File: src/rtl/axis_measure_poller.sv
// AXI4-Lite master: turns start/stop/clear commands into control-register writes and periodically
// polls the measurer's 64-bit counters. Define AXIS_MEASURE_POLLER_RESP_CHECK_EN for resp_err reporting.
module axis_measure_poller #(
    parameter int unsigned POLL_INTERVAL   = 1024,
    parameter logic [15:0] CONTROL_ADDR    = 16'd16,
    parameter logic [15:0] ASSERTIONS_ADDR = 16'd20,
    parameter logic [15:0] CYCLES_ADDR     = 16'd28
) (
    input  logic        ap_clk,
    input  logic        ap_rst_n,
    input  logic        cmd_valid,
    output logic        cmd_ready,
    input  logic [1:0]  cmd_op,
    input  logic        poll_en,
    output logic        m_axi_awvalid,
    input  logic        m_axi_awready,
    output logic [15:0] m_axi_awaddr,
    output logic        m_axi_wvalid,
    input  logic        m_axi_wready,
    output logic [31:0] m_axi_wdata,
    output logic [3:0]  m_axi_wstrb,
    input  logic        m_axi_bvalid,
    output logic        m_axi_bready,
    input  logic [1:0]  m_axi_bresp,
    output logic        m_axi_arvalid,
    input  logic        m_axi_arready,
    output logic [15:0] m_axi_araddr,
    input  logic        m_axi_rvalid,
    output logic        m_axi_rready,
    input  logic [31:0] m_axi_rdata,
    input  logic [1:0]  m_axi_rresp,
    output logic        snap_valid,
    output logic [63:0] snap_assertions,
    output logic [63:0] snap_cycles,
`ifdef AXIS_MEASURE_POLLER_RESP_CHECK_EN
    input  logic        resp_err_clr,
    output logic        resp_err,
`endif
    output logic        busy
);

    typedef enum logic [2:0] {IDLE, WR_ADDR, WR_RESP, RD_ADDR, RD_DATA, DONE} state_t;

    localparam logic [31:0] TIMER_LAST = 32'(POLL_INTERVAL - 1);

    state_t      state_reg, state_next;
    logic [1:0]  index_reg, index_next;
    logic        aw_done_reg, aw_done_next;
    logic        w_done_reg, w_done_next;
    logic [15:0] awaddr_reg;
    logic [15:0] araddr_reg, araddr_next;
    logic [31:0] wdata_reg;
    logic [31:0] timer_reg;
    logic        poll_pending_reg;
    logic        poll_trigger;
    logic        cmd_write, take_poll, rd_beat, last_beat, snap_ok;
    logic        snap_valid_reg;
    logic [63:0] snap_assertions_reg, snap_cycles_reg;

    // Read address for each of the four counter words, low word first.
    function automatic logic [15:0] rd_addr(input logic [1:0] idx);
        case (idx)
            2'd0:    rd_addr = ASSERTIONS_ADDR;
            2'd1:    rd_addr = ASSERTIONS_ADDR + 16'd4;
            2'd2:    rd_addr = CYCLES_ADDR;
            default: rd_addr = CYCLES_ADDR + 16'd4;
        endcase
    endfunction

    assign cmd_ready     = (state_reg == IDLE);
    assign busy          = (state_reg != IDLE);
    assign m_axi_awvalid = (state_reg == WR_ADDR) && !aw_done_reg;
    assign m_axi_wvalid  = (state_reg == WR_ADDR) && !w_done_reg;
    assign m_axi_bready  = (state_reg == WR_RESP);
    assign m_axi_arvalid = (state_reg == RD_ADDR);
    assign m_axi_rready  = (state_reg == RD_DATA);
    assign m_axi_awaddr  = awaddr_reg;
    assign m_axi_wdata   = wdata_reg;
    assign m_axi_wstrb   = 4'hF;
    assign m_axi_araddr  = araddr_reg;
    assign snap_valid      = snap_valid_reg;
    assign snap_assertions = snap_assertions_reg;
    assign snap_cycles     = snap_cycles_reg;

    assign poll_trigger = poll_en && (timer_reg == TIMER_LAST);
    assign last_beat    = rd_beat && (index_reg == 2'd3);

    always_comb begin
        state_next   = state_reg;
        index_next   = index_reg;
        aw_done_next = aw_done_reg;
        w_done_next  = w_done_reg;
        araddr_next  = araddr_reg;
        cmd_write    = 1'b0;
        take_poll    = 1'b0;
        rd_beat      = 1'b0;
        case (state_reg)
            IDLE: begin
                // Commands win over a pending poll; reserved op is accepted without a write.
                if (cmd_valid) begin
                    if (cmd_op != 2'd3) begin
                        cmd_write    = 1'b1;
                        aw_done_next = 1'b0;
                        w_done_next  = 1'b0;
                        state_next   = WR_ADDR;
                    end
                end else if (poll_pending_reg) begin
                    take_poll   = 1'b1;
                    index_next  = 2'd0;
                    araddr_next = rd_addr(2'd0);
                    state_next  = RD_ADDR;
                end
            end
            WR_ADDR: begin
                aw_done_next = aw_done_reg | (m_axi_awvalid & m_axi_awready);
                w_done_next  = w_done_reg | (m_axi_wvalid & m_axi_wready);
                if (aw_done_next && w_done_next)
                    state_next = WR_RESP;
            end
            WR_RESP: begin
                if (m_axi_bvalid)
                    state_next = IDLE;
            end
            RD_ADDR: begin
                if (m_axi_arready)
                    state_next = RD_DATA;
            end
            RD_DATA: begin
                if (m_axi_rvalid) begin
                    rd_beat = 1'b1;
                    if (index_reg == 2'd3) begin
                        state_next = DONE;
                    end else begin
                        index_next  = index_reg + 2'd1;
                        araddr_next = rd_addr(index_reg + 2'd1);
                        state_next  = RD_ADDR;
                    end
                end
            end
            DONE:    state_next = IDLE;
            default: state_next = IDLE;
        endcase
    end

    // Shadow words 0..2; word 3 is taken straight from the bus on the final beat.
    generate
        for (genvar gi = 0; gi < 3; gi++) begin : g_shadow
            logic [31:0] word_reg;
            always_ff @(posedge ap_clk or negedge ap_rst_n) begin
                if (!ap_rst_n)
                    word_reg <= '0;
                else if (rd_beat && (index_reg == 2'(gi)))
                    word_reg <= m_axi_rdata;
            end
        end
    endgenerate

`ifdef AXIS_MEASURE_POLLER_RESP_CHECK_EN
    logic bad_poll_reg;
    logic resp_err_reg;
    logic new_err;

    assign new_err  = ((state_reg == WR_RESP) && m_axi_bvalid && (m_axi_bresp != 2'b00)) ||
                      (rd_beat && (m_axi_rresp != 2'b00));
    assign snap_ok  = !(bad_poll_reg || (m_axi_rresp != 2'b00));
    assign resp_err = resp_err_reg;

    always_ff @(posedge ap_clk or negedge ap_rst_n) begin
        if (!ap_rst_n) begin
            bad_poll_reg <= 1'b0;
            resp_err_reg <= 1'b0;
        end else begin
            if (take_poll)
                bad_poll_reg <= 1'b0;
            else if (rd_beat && (m_axi_rresp != 2'b00))
                bad_poll_reg <= 1'b1;
            resp_err_reg <= new_err | (resp_err_reg & ~resp_err_clr);
        end
    end
`else
    logic unused_resp;
    assign unused_resp = ^{m_axi_bresp, m_axi_rresp};
    assign snap_ok     = 1'b1;
`endif

    always_ff @(posedge ap_clk or negedge ap_rst_n) begin
        if (!ap_rst_n) begin
            state_reg           <= IDLE;
            index_reg           <= 2'd0;
            aw_done_reg         <= 1'b0;
            w_done_reg          <= 1'b0;
            awaddr_reg          <= '0;
            araddr_reg          <= '0;
            wdata_reg           <= '0;
            timer_reg           <= '0;
            poll_pending_reg    <= 1'b0;
            snap_valid_reg      <= 1'b0;
            snap_assertions_reg <= '0;
            snap_cycles_reg     <= '0;
        end else begin
            state_reg   <= state_next;
            index_reg   <= index_next;
            aw_done_reg <= aw_done_next;
            w_done_reg  <= w_done_next;
            araddr_reg  <= araddr_next;
            if (cmd_write) begin
                awaddr_reg <= CONTROL_ADDR;
                wdata_reg  <= {30'd0, cmd_op};
            end
            if (!poll_en || poll_trigger)
                timer_reg <= '0;
            else
                timer_reg <= timer_reg + 32'd1;
            // A trigger while a poll is already pending folds into that poll.
            poll_pending_reg <= (poll_pending_reg & ~take_poll) | poll_trigger;
            snap_valid_reg   <= last_beat & snap_ok;
            if (last_beat && snap_ok) begin
                snap_assertions_reg <= {g_shadow[1].word_reg, g_shadow[0].word_reg};
                snap_cycles_reg     <= {m_axi_rdata, g_shadow[2].word_reg};
            end
        end
    end

endmodule

File: config.mk
export PLATFORM = sky130hd
export DESIGN_NAME = axis_measure_poller
export DESIGN_NICKNAME = d
export VERILOG_FILES = /design/src/rtl/axis_measure_poller.sv
export SDC_FILE = /design/constraint.sdc
export NUM_CORES = 1
export LEC_CHECK = 0
export ABC_AREA = 0
export CORE_AREA = 2 2 153 155
export DETAILED_ROUTE_END_ITERATION = 16
export DIE_AREA = 0 0 155 157
export HOLD_SLACK_MARGIN = 0.08
export PLACE_DENSITY = 0.82
export SYNTH_ARGS = -nofsm -noshare
export SYNTH_HDL_FRONTEND = slang
export SYNTH_SLANG_ARGS = --single-unit
File: constraint.sdc
create_clock -name ap_clk -period 2.4 [get_ports ap_clk]
set_input_delay 0.6 -clock ap_clk [delete_from_list [all_inputs] [get_ports ap_clk]]
set_output_delay 0.6 -clock ap_clk [all_outputs]
set_load 0.05 [all_outputs]
Word level (Yosys, flattened, before mapping)

Cells that the tools add are included.

Register bits: 284
Logic and storage cells: 100

Add/sub/neg operators: 2
Eq/ne operators: 22
Muxes and demuxes: 33
Bitwise operators: 7
Reduce and logical (&&, ||, !) cells: 21

Operator list:

| kind                    | count |
|---|---|
| $mux W16                | 4 |
| $add A32 B1 Y32 const B | 1 |
| $eq A32 B10 Y1 const B  | 1 |
| $mux W32                | 1 |
| $pmux W16 S2            | 1 |
| $mux W3                 | 8 |
| $pmux W6 S3             | 1 |
| $pmux W3 S5             | 1 |
| $ne A2 B2 Y1 const B    | 6 |
| $mux W1                 | 10 |
| $logic_and A1 B1 Y1     | 8 |
| $mux W2                 | 4 |
| $ne A2 B1 Y1 const B    | 4 |
| $eq A2 B2 Y1 const B    | 3 |
| $eq A3 B2 Y1 const B    | 2 |
| $ne A3 B2 Y1 const B    | 2 |
| $reduce_and A6 Y1       | 1 |
| $reduce_and A5 Y1       | 1 |
| $eq A2 B1 Y1 const B    | 2 |
| $logic_not A2 Y1        | 2 |
| $pmux W1 S2             | 2 |
| $pmux W2 S2             | 1 |
| $reduce_bool A2 Y1      | 2 |
| $and A1 B1 Y1           | 3 |
| 10 further kinds        | 14 |

Longest topological paths before layout

Gate-level depths: netlist of run 1.

Depth in word-level cells: 7
Depth in mapped cells: 9

Worst setup path before layout of run 1

Ideal clock, no wire load.

Kind: register to register
From: register state_reg[0]
To: register araddr_reg[3], in the netlist m_axi_araddr[3]
Arrival time: 3127 ps
Required time: 2275 ps
Setup slack: -852 ps
Cell stages (with the launch flop): 6
Clock period less this slack: 3252 ps
Cells stage by stage: dfrtp_1 > buf_4 > nor3_1 > inv_1 > o22a_2 > mux2_4

Word-level cells in the longest chain between the ends: 3

Ends and longest elaborated chain:

| what                                           | line | source |
|---|---|---|
| from (decl)                                    | 46   | `state_t state_reg, state_next;` |
| from (signal assigned)                         | 201  | `state_reg <= state_next;` |
| $logic_not A3 Y1 *                             | --   |  |
| via cmd_ready                                  | 12   | `output logic cmd_ready,` |
| $ne A2 B1 Y1 (no line) (tied with other cells) | --   |  |
| $reduce_and A5 Y1 (no line)                    | --   |  |
| to (signal assigned)                           | 205  | `araddr_reg <= araddr_next;` |
| to (decl)                                      | 51   | `logic [15:0] araddr_reg, araddr_next;` |

The timed path passes the listed nets; every way through them passes the cells marked *.
A chain may end at the register's enable or synchronous reset.

Worst setup path in the final report of run 1

From: register snap_cycles_reg[2], in the netlist snap_cycles[2]
To: output snap_cycles[2]

RTL lines:

| what                   | line | source |
|---|---|---|
| from (decl)            | 58   | `logic [63:0] snap_assertions_reg, snap_cycles_reg;` |
| from (signal assigned) | 219  | `snap_cycles_reg <= {m_axi_rdata, g_shadow[2].word_reg};` |
| to (decl)              | 34   | `output logic [63:0] snap_cycles,` |

No word-level cell between the ends.

==> out/results.txt, run 1 <==
Routability cong.: 0.8475
Clock-pin slew on the worst setup and hold paths: 0.06 ns
Main flop type after synthesis: dfrtp_1
GRT met1 Usage: 0.2610
Full die area: 24340 um^2
Critical path buffers and inverters: 1
Fin util: 0.6482
H-tree depth: 1
Initial antenna violation count: 0
Vias per inst: 5.175
DRC: 0
Placed Instances: 1283
Fraction of layout cells with a size suffix above 1: 0.3124
Worst skew pair latency: 0.54 ns
Setup crit end kind: output pin
GR Util met3: 0.03744
Register area share after synthesis: 0.5958
Count leader, synth: dfrtp_1
Post-Route WL: 23470 um
Maximum VDD drop: 524.9 uV
Total GRT Usage: 0.1945
Cells after Synth: 818
First-pass GRT wire length: 38130 um
Clk sinks: 272
Gr busiest metal: met2
Hold endpoint: m_axi_awaddr[4]$_DFFE_PN0P_
Io pins: 251
P_leak: 7.165 nW
Post-DP Area: 13620 um^2
Fillers: 1634
Origin of the critical flop-to-flop path: state_reg[1]$_DFFE_PN0P_
Nets: 1084
Final Cycle Share: 0.9794
Antenna Nets Post-Route: 0
R2R Setup Slk: 0.39 ns
MaxCap Viol Count: 0
Initial Util: 0.5077
Crit start category: register
Reg2Reg Depth: 7
Vias: 6914
Initial DRC count: 242
Final setup viols: 0
Horiz. Die Dim: 155 um
Max Clk Rate: 425.4 MHz
Critical Path Max Stage Delay: 0.83 ns
Global Route met2 Usage: 0.3297
CP delay by family, top: buffers and inverters
Critical path fanouts, max: 2
Root Buffer: clkbuf_16
DR WL/cell: 17.56 um
Hold path startpoint: m_axi_awaddr[4]$_DFFE_PN0P_
Synth area leader: dfrtp_1
DIE HEIGHT: 157 um
GR Overflow Total: 0
Post-synth EDFFs: 0
Overall Power: 13.37 mW
Max FFs per register: 96
DP Wirelength: 16100 um
Asr flop ratio synth: 1.000
Critical path required time: 1.80 ns
Port Buffers: 185
Layout Skew: 0.01030 ns
Synth top area share: 0.5958
Largest net degree at the start of global routing: 73
Pin slew with the least headroom to its limit: 0.6823 ns
Pwr per Cell Area: 916.5 nW/um^2
FF-to-FF End: snap_assertions[16]$_DFFE_PN0P_
CP Class: reg -> out
CORE AREA: 22500 um^2
Final setup TNS: 0 ns
Synth cell types: 50
Worst path arrival time: 1.75 ns
Cell Area, Synth: 11420 um^2
Slew headroom: 0.5409
Tmin final: 2.350 ns
TritonCTS clock tree: built
Critical-path cell with the highest stage delay: clkdlybuf4s50_1
Hold Path Class: reg -> reg
Hold Violations, Final: 0
P&R area growth vs syn: 27.66%
Slew Viols, Final: 0
Max clock buf depth: 3
Worst path cell trace: clkdlybuf4s50_1
Count of non-filler cells in the finished layout: 1336
RSZ-0062 raised after global routing: no
Status: finished, final reports clean
Cell count of the worst hold path: 1
Initial DRT Pass Iterations: 4
Number of global-route vias before repair: 7128
Mean post-synth cell area: 13.97 um^2
Total CTS buffers: 28
#FFs+latches synth: 272
Cell area after layout: 14590 um^2
Synth top cells by count: 272 x dfrtp_1, 212 x mux2_2, 65 x buf_4
Area contributors post-synth: dfrtp_1 60%, mux2_2 21%, buf_4 4.3%, mux2_4 1.7%, nor2_1 1.2%
Row Count: 55
Yosys warns: 0
==> worst max path at each step <==
stage | start | endpoint | cells after the start
after floorplan | state_reg[0]$_DFFE_PN0P_ | m_axi_araddr[3]$_DFFE_PN0P_ | 6
after global placement | m_axi_rvalid | snap_cycles[49]$_DFFE_PN0P_ | 6
after detailed placement | m_axi_rvalid | snap_assertions[16]$_DFFE_PN0P_ | 6
after CTS | state_reg[1]$_DFFE_PN0P_ | m_axi_awvalid | 3
after global routing | snap_assertions[44]$_DFFE_PN0P_ | snap_assertions[44] | 1
final | snap_cycles[2]$_DFFE_PN0P_ | snap_cycles[2] | 1
==> report_power, final <==
part	internal (mW)	leakage [nW]	total [mW]	switching, mW
Combinational	1.34	3.04	3.17	1.83
Sequential	5.50	3.69	5.98	0.475
Clock	2.47	0.433	4.22	1.75
==> through the flow <==
| stage | hold slack (ns) | setup WS, ns |
|---|---|---|
| 6_report | 0.4727 | 0.04954 |
| 3_3_place_gp | 0.4518 | 0.04863 |
| 4_1_cts | 0.4736 | -0.03783 |
| 5_1_grt | 0.4840 | 0.0008512 |
| 3_5_place_dp | 0.4585 | 0.01687 |
| 2_1_floorplan | 0.3044 | 0.1835 |
==> layout make-up <==
class,instances,area (um^2),area share
Timing Repair Buffer,220,2330,0.1597
Antenna cell,1,2.502,0.0001716
Tap cell,285,356.6,0.02445
Sequential cell,272,6809,0.4668
Multi-Input combinational cell,498,4139,0.2838
Clock buffer,40,775.7,0.05319
Inverter,11,43.79,0.003002
Clock inverter,9,128.9,0.008836
==> cell families (layout without fill, tap and decap cells) <==
kind of cell | count (synthesis) | count (layout) | share of synthesized area
flip-flops | 272 | 272 | 0.5958
adder cells (fa/ha/maj) | 6 | 6 | 0.006571
AND/OR/NAND/NOR | 143 | 143 | 0.06746
other | 2 | 62 | 0.0006573
multiplexers | 227 | 227 | 0.2279
buffers and inverters | 107 | 280 | 0.06341
XOR/XNOR | 22 | 22 | 0.01687
AO/OA/AOI/OAI | 39 | 39 | 0.02136
==> layout by cell type, fill, tap and decap left out, types with 4 or more instances in the layout <==
cell             synthesis  layout
nor4_1                  13      13
nor2_2                   3       5
nand4_1                  7       7
clkbuf_1                 3       9
inv_1                   10      10
nand2_1                 23      20
dlymetal6s2s_1           0      10
dfrtp_1                272     270
and3_1                  11      11
nor2_1                  36      34
o21ai_0                  8       8
buf_4                   65      25
ha_1                     6       6
xnor2_1                 13      13
clkbuf_16                0      28
clkdlybuf4s50_1          0     167
nand3_1                 23      23
buf_12                   0      16
a31oi_1                  4       4
and2_1                   6       6
mux2_4                  13      13
conb_1                   2      61
xor2_1                   9       9
or3_1                    4       4
mux2_2                 212     212
a21oi_1                 11      11
==> routing by layer <==
metal,vias up,share of wire
met5,-,0
met4,0,0.015
met3,29,0.055
met2,195,0.50
met1,3520,0.43
li1,3170,-
==> repair_timing <==
item,CTS,global route
gates cloned,0,0
hold buffers,1,0
setup endpoints to repair,2,12
gates resized for setup,1,13
hold endpoints to repair,63,0
buffers inserted,1,1
No activity file was read; power rests on OpenSTA's default activity.
==> inputs of run 2 (changes only) <==
Settings changed: SLEW_MARGIN set to 20.
Clock period 2.4 ns to 2.2 ns, I/O delays scaled along.
==> out/results.txt, run 2 (same netlist as run 1, synthesis figures left out) <==
Critical-path cell with the highest stage delay: dfrtp_2
MaxCap Viol Count: 0
Hold endpoint: m_axi_awaddr[4]$_DFFE_PN0P_
Final setup viols: 0
Cell count of the worst hold path: 1
Hold Violations, Final: 0
Worst skew pair latency: 0.54 ns
DP Wirelength: 16040 um
DR WL/cell: 17.55 um
Sequential cell area: 6810 um^2
Layout Skew: 0.01172 ns
Largest net degree at the start of global routing: 71
DRC: 0
Commonest cells after routing, fill and taps aside: 269 x dfrtp_1, 212 x mux2_2, 128 x dlygate4sd2_1, 61 x conb_1, 41 x clkdlybuf4s50_1
Total CTS buffers: 29
Initial DRT Pass Iterations: 4
CORE AREA: 22500 um^2
Final setup TNS: 0 ns
P_leak: 7.611 nW
RSZ-0062 raised after global routing: yes
Full die area: 24340 um^2
CP delay by family, top: simple AND/OR/NAND/NOR gates
Crit start category: register
Tmin final: 2.189 ns
Critical path fanouts, max: 2
Pin slew with the least headroom to its limit: 0.6241 ns
Routability cong.: 0.8871
Min Hold Slack: 0.4636 ns
Number of global-route vias before repair: 7159
P&R area growth vs syn: 27.03%
Reg2Reg Depth: 7
Vias per inst: 5.195
Worst path cell trace: or3_4 -> nor2_4 -> buf_12
Critical path required time: 1.65 ns
Root Buffer: clkbuf_16
Clk sinks: 272
Clock-pin slew on the worst setup and hold paths: 0.06 ns
Multi-input logic area: 4164 um^2
Fraction of layout cells with a size suffix above 1: 0.3311
Critical Path Max Stage Delay: 0.43 ns
Horiz. Die Dim: 155 um
Post-Route WL: 23500 um
TritonCTS clock tree: built
Worst path arrival time: 1.64 ns
Max FFs per register: 96
Vias: 6956
Maximum VDD drop: 644.6 uV
Setup crit end kind: output pin
Hold path startpoint: m_axi_awaddr[4]$_DFFE_PN0P_
R2R Setup Slk: 0.23 ns
DIE HEIGHT: 157 um
Origin of the critical flop-to-flop path: state_reg[0]$_DFFE_PN0P_
Row Count: 55
Slew Viols, Final: 0
Critical path buffers and inverters: 1
FF-to-FF End: snap_cycles[46]$_DFFE_PN0P_
CP Class: reg -> out
Port Buffers: 185
Initial DRC count: 312
Most common cell after layout, fill and taps aside: dfrtp_1
Max clock buf depth: 3
Status: finished, final reports clean
Initial Util: 0.5077
Nets: 1086
Pwr per Cell Area: 1024 nW/um^2
Final Cycle Share: 0.9950
Antenna Cells: 0
Fillers: 1692
H-tree depth: 1
Antenna Nets Post-Route: 0
GR Overflow Total: 0
Total GRT Usage: 0.1947
Initial antenna violation count: 0
Hold Path Class: reg -> reg
Slew headroom: 0.5801
First-pass GRT wire length: 37940 um
Io pins: 251
Max Clk Rate: 456.8 MHz
## run 2: cell count changes in the layout (fill, tap and decap cells not counted), moves of 3 or more
cell	before	now
clkinv_2	3	6
clkbuf_1	9	6
dlygate4sd2_1	0	128
buf_12	16	20
clkdlybuf4s50_1	167	41
clkbuf_8	3	7
dlymetal6s2s_1	10	0
buf_4	25	29
## run 2: where the power goes
part	leakage [nW]	switching [mW]	internal, mW
sequential	3.69	0.516	6.01
clock	0.475	1.90	2.88
combinational	3.45	2.08	1.48
total	7.61	4.49	10.4
## run 2: worst register-to-register path, stage by stage (launching register included)
cell	delay, ns
dfrtp_2	0.42
buf_4	0.18
nor2_4	0.12
and3_1	0.32
nand2_8	0.08
inv_4	0.15
buf_4	0.23
mux2_2	0.36
## run 2: worst max path at each step
stage          cells after the start  slack, ns                     endpoint                     start
4_1_cts                            3      -0.03                m_axi_awvalid  state_reg[1]$_DFFE_PN0P_
6_report                           3       0.01                m_axi_awvalid  state_reg[1]$_DFFE_PN0P_
5_1_grt                            4      -0.04                m_axi_awvalid  state_reg[0]$_DFFE_PN0P_
3_3_place_gp                       6      -0.08  snap_cycles[19]$_DFFE_PN0P_              m_axi_rvalid
3_5_place_dp                       6      -0.09  snap_cycles[47]$_DFFE_PN0P_              m_axi_rvalid
2_1_floorplan                      6      -0.02  m_axi_araddr[3]$_DFFE_PN0P_  state_reg[0]$_DFFE_PN0P_
## run 2: repair_timing
action,CTS,global route
buffers inserted,7,0
resized for setup,138,4
pin swaps,3,1
setup endpoints to repair,133,6
hold buffers,1,0
endpoints found under the hold margin,46,0
## run 2: through the flow
stage / setup slack, ns / power (mW) / instance area, um^2 / utilization / cells
final: 0.01104 / 14.86 / 14510 / 0.6449 / 1339
after global placement: -0.07828 / 9.948 / 13600 / 0.6042 / 1279
after detailed placement: -0.09429 / 10.12 / 13600 / 0.6042 / 1279
after floorplan: -0.01647 / 8.945 / 11660 / - / 877
after CTS: -0.02884 / 14.98 / 14500 / 0.6444 / 1339
after global routing: -0.04296 / 15.55 / 14510 / 0.6449 / 1339
## run 2: final cells by class
type	count	share of cell area
clock buffers	42	0.05819
clock inverters	10	0.007414
inverters	11	0.003017
multi-input cells	498	0.2869
flip-flops and latches	272	0.4693
well taps	285	0.02457
repair buffers	221	0.1506
## run 2: routing by layer
layer	share of wire	global-route usage
met5	0	0
met4	0.026	0.05159
met3	0.054	0.03772
met2	0.50	0.3335
met1	0.42	0.2563
